<file path="src/rtl/ray_pkg.sv">
// Shared definitions for the ray pipeline front end.
// Default raster size and the scan-generator state encoding.
package ray_pkg;

    localparam int H_RES_DEF   = 640;
    localparam int V_RES_DEF   = 480;
    localparam int COORD_W_DEF = 10;

    typedef enum logic [1:0] {
        IDLE = 2'd0,
        RUN  = 2'd1,
        DONE = 2'd2
    } state_t;

endpackage

</file>
<file path="src/rtl/raster_counter.sv">
// Row-major x/y raster counter with advance and synchronous clear.
// The last pixel wraps back to (0,0) on advance.
module raster_counter
    import ray_pkg::*;
#(
    parameter int H_RES   = H_RES_DEF,
    parameter int V_RES   = V_RES_DEF,
    parameter int COORD_W = COORD_W_DEF
) (
    input  logic               clk,
    input  logic               rst,
    input  logic               i_clear,
    input  logic               i_advance,
    output logic [COORD_W-1:0] o_x,
    output logic [COORD_W-1:0] o_y,
    output logic               o_last_x,
    output logic               o_last_frame
);

    localparam logic [COORD_W-1:0] X_MAX = COORD_W'(H_RES - 1);
    localparam logic [COORD_W-1:0] Y_MAX = COORD_W'(V_RES - 1);

    logic [COORD_W-1:0] r_x;
    logic [COORD_W-1:0] r_y;
    logic               w_last_x;
    logic               w_last_y;

    assign w_last_x = (r_x == X_MAX);
    assign w_last_y = (r_y == Y_MAX);

    always_ff @(posedge clk) begin
        if (!rst || i_clear) begin
            r_x <= '0;
            r_y <= '0;
        end else if (i_advance) begin
            if (w_last_x) begin
                r_x <= '0;
                r_y <= w_last_y ? '0 : r_y + 1'b1;
            end else begin
                r_x <= r_x + 1'b1;
            end
        end
    end

    assign o_x          = r_x;
    assign o_y          = r_y;
    assign o_last_x     = w_last_x;
    assign o_last_frame = w_last_x && w_last_y;

endmodule

</file>
<file path="src/rtl/pixel_scan_gen.sv">
// Raster scan generator feeding Ray_Core over valid/ready.
// Define PIXEL_SCAN_GEN_CONTINUOUS_EN to rescan frames back to back.
module pixel_scan_gen
    import ray_pkg::*;
#(
    parameter int H_RES   = H_RES_DEF,
    parameter int V_RES   = V_RES_DEF,
    parameter int COORD_W = COORD_W_DEF
) (
    input  logic               clk,
    input  logic               rst,
    input  logic               start,
    input  logic               abort,
    input  logic               ready,
    output logic               valid,
    output logic [COORD_W-1:0] pixel_x,
    output logic [COORD_W-1:0] pixel_y,
    output logic               last_in_line,
    output logic               last_in_frame,
    output logic               busy,
    output logic               frame_done
);

    state_t r_state;
    state_t w_next;
    logic   w_xfer;
    logic   w_clear;
    logic   w_last_x;
    logic   w_last_frame;
    logic   w_frame_end;

    assign w_xfer      = valid && ready;
    assign w_clear     = (r_state != RUN) || abort;
    assign w_frame_end = w_xfer && w_last_frame && !abort;

    raster_counter #(
        .H_RES   (H_RES),
        .V_RES   (V_RES),
        .COORD_W (COORD_W)
    ) u_cnt (
        .clk          (clk),
        .rst          (rst),
        .i_clear      (w_clear),
        .i_advance    (w_xfer),
        .o_x          (pixel_x),
        .o_y          (pixel_y),
        .o_last_x     (w_last_x),
        .o_last_frame (w_last_frame)
    );

    always_ff @(posedge clk) begin
        if (!rst) r_state <= IDLE;
        else      r_state <= w_next;
    end

`ifdef PIXEL_SCAN_GEN_CONTINUOUS_EN
    // Frame boundary pulse while staying in RUN.
    logic r_wrap;

    always_ff @(posedge clk) begin
        if (!rst) r_wrap <= 1'b0;
        else      r_wrap <= w_frame_end && (r_state == RUN);
    end
`endif

    always_comb begin
        w_next = r_state;
        unique case (r_state)
            IDLE: if (start && !abort) w_next = RUN;
            RUN: begin
                if (abort) begin
                    w_next = IDLE;
                end else if (w_frame_end) begin
`ifdef PIXEL_SCAN_GEN_CONTINUOUS_EN
                    w_next = RUN;
`else
                    w_next = DONE;
`endif
                end
            end
            DONE:    w_next = IDLE;
            default: w_next = IDLE;
        endcase
    end

    always_comb begin
        valid         = (r_state == RUN);
        busy          = (r_state == RUN);
        last_in_line  = valid && w_last_x;
        last_in_frame = valid && w_last_frame;
`ifdef PIXEL_SCAN_GEN_CONTINUOUS_EN
        frame_done    = r_wrap;
`else
        frame_done    = (r_state == DONE);
`endif
    end

endmodule

</file>
<file path="config.mk">
export PLATFORM = sky130hd
export DESIGN_NAME = pixel_scan_gen
export DESIGN_NICKNAME = d
export VERILOG_FILES = /design/src/rtl/ray_pkg.sv /design/src/rtl/raster_counter.sv /design/src/rtl/pixel_scan_gen.sv
export SDC_FILE = /design/constraint.sdc
export NUM_CORES = 1
export LEC_CHECK = 0
export ABC_AREA = 1
export BUFFER_PORTS_ARGS = -buffer_cell sky130_fd_sc_hd__buf_2
export CORE_UTILIZATION = 53
export DETAILED_ROUTE_END_ITERATION = 8
export PLACE_DENSITY = 0.79
export SYNTH_ARGS = -nofsm -noshare
export SYNTH_HDL_FRONTEND = slang
export SYNTH_HIERARCHICAL = 1
export SYNTH_SLANG_ARGS = --single-unit
</file>
<file path="constraint.sdc">
create_clock -name clk -period 2.2 [get_ports clk]
set_clock_uncertainty 0.05 [all_clocks]
set_input_delay 0.44 -clock clk [delete_from_list [all_inputs] [get_ports clk]]
set_output_delay 0.44 -clock clk [all_outputs]
set_load 0.005 [all_outputs]
</file>
==> results.cfg <==
[timing]
setup_viol = 0
tightest_slew_ps = 474.6
max-slew-margin-rel_pct = 68.24
slew_viol_final = 0
final.setup.tns_ps = 0
setup_ws_ps = 134.6
max_freq_ghz = 0.4842
hold_viol = 0
finalCritPeriodShare_pct = 93.88
holdWs_ps = 346.0
finalCriticalPeriod_ps = 2065

[worst_setup_path]
ff2ff_path_depth = 10
crit_path_max_fanout = 5
worstPathArrival_ps = 1580
worstReg2RegStart = r_state[0]$_SDFFE_PN0P_
reg2reg_slack_ps = 350
reg2reg_to = u_cnt/o_y[1]$_SDFFE_PP0P_
cp-end-kind = primary output
criticalPathCategory = register to primary output
cp.required_ps = 1710
critPathLaunchType = register

[pwr]
peakVddDrop_v = 0.0004163
leakage_nw = 0.8015
power_mw = 0.6543
cellPowerDensity_mw_per_mm2 = 397.1

[logic_synthesis]
synthCells = 201
synthArstFlopShare_pct = 0
yosys.cell_count.top_type = nand2_1
yosysUniqueCellTypes = 28
syn_area_sq_mm = 0.001343
syn_area_per_cell_sq_um = 6.679
synth_edf_count = 0
synthTopCellsByCount = 56 x nand2_1, 30 x inv_1, 22 x dfxtp_1
yosys.area.top_type = dfxtp_1
synth_top_area_share_pct = 32.81
syn_nets = 208
yosysSeqAreaShare_pct = 32.81
synth_flop_cell = dfxtp_1
synth_top_cells_by_area = dfxtp_1 33%, nand2_1 16%, inv_1 8.4%
yosys_warnings = 6
ys_ff_latch = 22

[detailed_routing]
avgRoutedWirePerCell_um = 12.17
vias = 1377
first_iter_violations = 36
ant_nets = 0
first_pass_iters = 5
totalWireLength_mm = 3.226
avgViaCountPerCell = 5.196
drc = 0

[global_route]
grt_overflow = 0
grt_usage_pct = 25.09
grt_pass1_wl_mm = 5.154
antenna_found_initial = 0
grt_max_degree = 13
first_global_vias = 1289

[run]
maxCapViolations = 0

[floorplan]
die_h_um = 52.33
dieArea_sq_mm = 0.002738
coreArea_sq_mm = 0.002297
num_rows = 17
start_util_pct = 58.44
io_pins = 30
die_x_um = 52.33

[clock_tree]
htree_levels = 1
clockBufferDepth = 2
holdBufCountCts = 0
cts_made_buffers = 3
clkTransAtPathRegs_ps = 120
root_buffer = clkbuf_4
cts_tree = done
clock_latency_ps = 310
clock_sinks = 22

[finish]
utilization_pct = 71.73
drive_gt1_share_pct = 33.76
syn2layout_area_growth_pct = 22.74
nets = 245
diodes = 0
nFillCells = 201

[hold_path]
hold-path-cell-count = 3
hold_class = input port to register
hp-start = rst
min_to = r_state[0]$_SDFFE_PN0P_

[placement]
placement.io_buffers = 29
gp_congestion = 0.8354
hpwlAfterDp_mm = 2.302
place_ws_ps = 229.0

[outcome]
outcome = finished, final reports clean
## layer usage
metal,track usage [%],wire [um],vias up
li1,-,-,699
met3,3.478,134,6
met5,0,0,-
met2,42.83,1590,43
met4,12.28,46,0
met1,30.44,1454,629
## layout make-up
| cell class | instances | area [sq um] | area share [%] |
|---|---|---|---|
| clock buffers | 4 | 36.28 | 2.202 |
| inverters | 37 | 141.4 | 8.580 |
| multi-input cells | 140 | 804.5 | 48.82 |
| flip-flops and latches | 22 | 447.9 | 27.18 |
| well taps | 28 | 35.03 | 2.126 |
| repair buffers | 34 | 182.7 | 11.09 |
## worst max-delay path, stage by stage (launching register included)
cell     delay, ps
dfxtp_2        400
ha_4           160
nand2_1         80
inv_2           80
nand2_4         80
nor3_4         200
inv_1           60
nor2_1          90
buf_2          110
## registers in the layout (all words and copies together) (netlist names)
register,flops
u_cnt/o_x,10
u_cnt/o_y,10
r_state,2
## per-stage QoR
| step | area (sq um) | cells |
|---|---|---|
| CTS | 1609 | 265 |
| global route | 1648 | 265 |
| floorplan | 1343 | 201 |
| detailed placement | 1525 | 258 |
| global placement | 1525 | 258 |
| finish | 1648 | 265 |
## how the worst max path moves through the flow
stage	start	to	cells after the start
after global routing	u_cnt/o_y[3]$_SDFFE_PP0P_	last_in_frame	7
after floorplan	u_cnt/o_y[0]$_SDFFE_PP0P_	last_in_frame	7
final	u_cnt/o_x[0]$_SDFFE_PP0P_	last_in_frame	8
after global placement	u_cnt/o_y[0]$_SDFFE_PP0P_	last_in_frame	8
after CTS	u_cnt/o_x[1]$_SDFFE_PP0P_	last_in_frame	8
after detailed placement	u_cnt/o_y[1]$_SDFFE_PP0P_	last_in_frame	8
## cells by family after synthesis
group           Yosys count  synth area share [%]
simple gates            124                 47.62
fa+ha+maj                 2                 1.864
compound gates           13                 5.592
buf+inv                  39                 11.46
xor+xnor                  1                0.6525
flops                    22                 32.81
## report_power, final
part	switching (mW)	internal [mW]
Clock	0.124	0.101
Sequential	0.000972	0.399
Combinational	0.0190	0.0104
Total	0.144	0.511
## repair_timing
action	CTS	global route
pin swaps	1	1
cloned	0	0
hold endpoints to repair	0	0
gates resized for setup	8	10
buffers inserted	3	0
setup endpoints to repair	1	1
## placed cells by master (no fill, tap or decap), types with 6 or more instances in the layout
| cell | n |
|---|---|
| nand2_1 | 56 |
| buf_2 | 29 |
| inv_1 | 28 |
| nor2_1 | 18 |
| dfxtp_1 | 16 |
| nand3_1 | 10 |
| inv_2 | 7 |
| nor3_1 | 7 |
| nor2_4 | 6 |
| nand3_2 | 6 |
| a21oi_1 | 6 |
| nand4_1 | 6 |
| dfxtp_2 | 6 |
(Power assumes the default switching activity.)
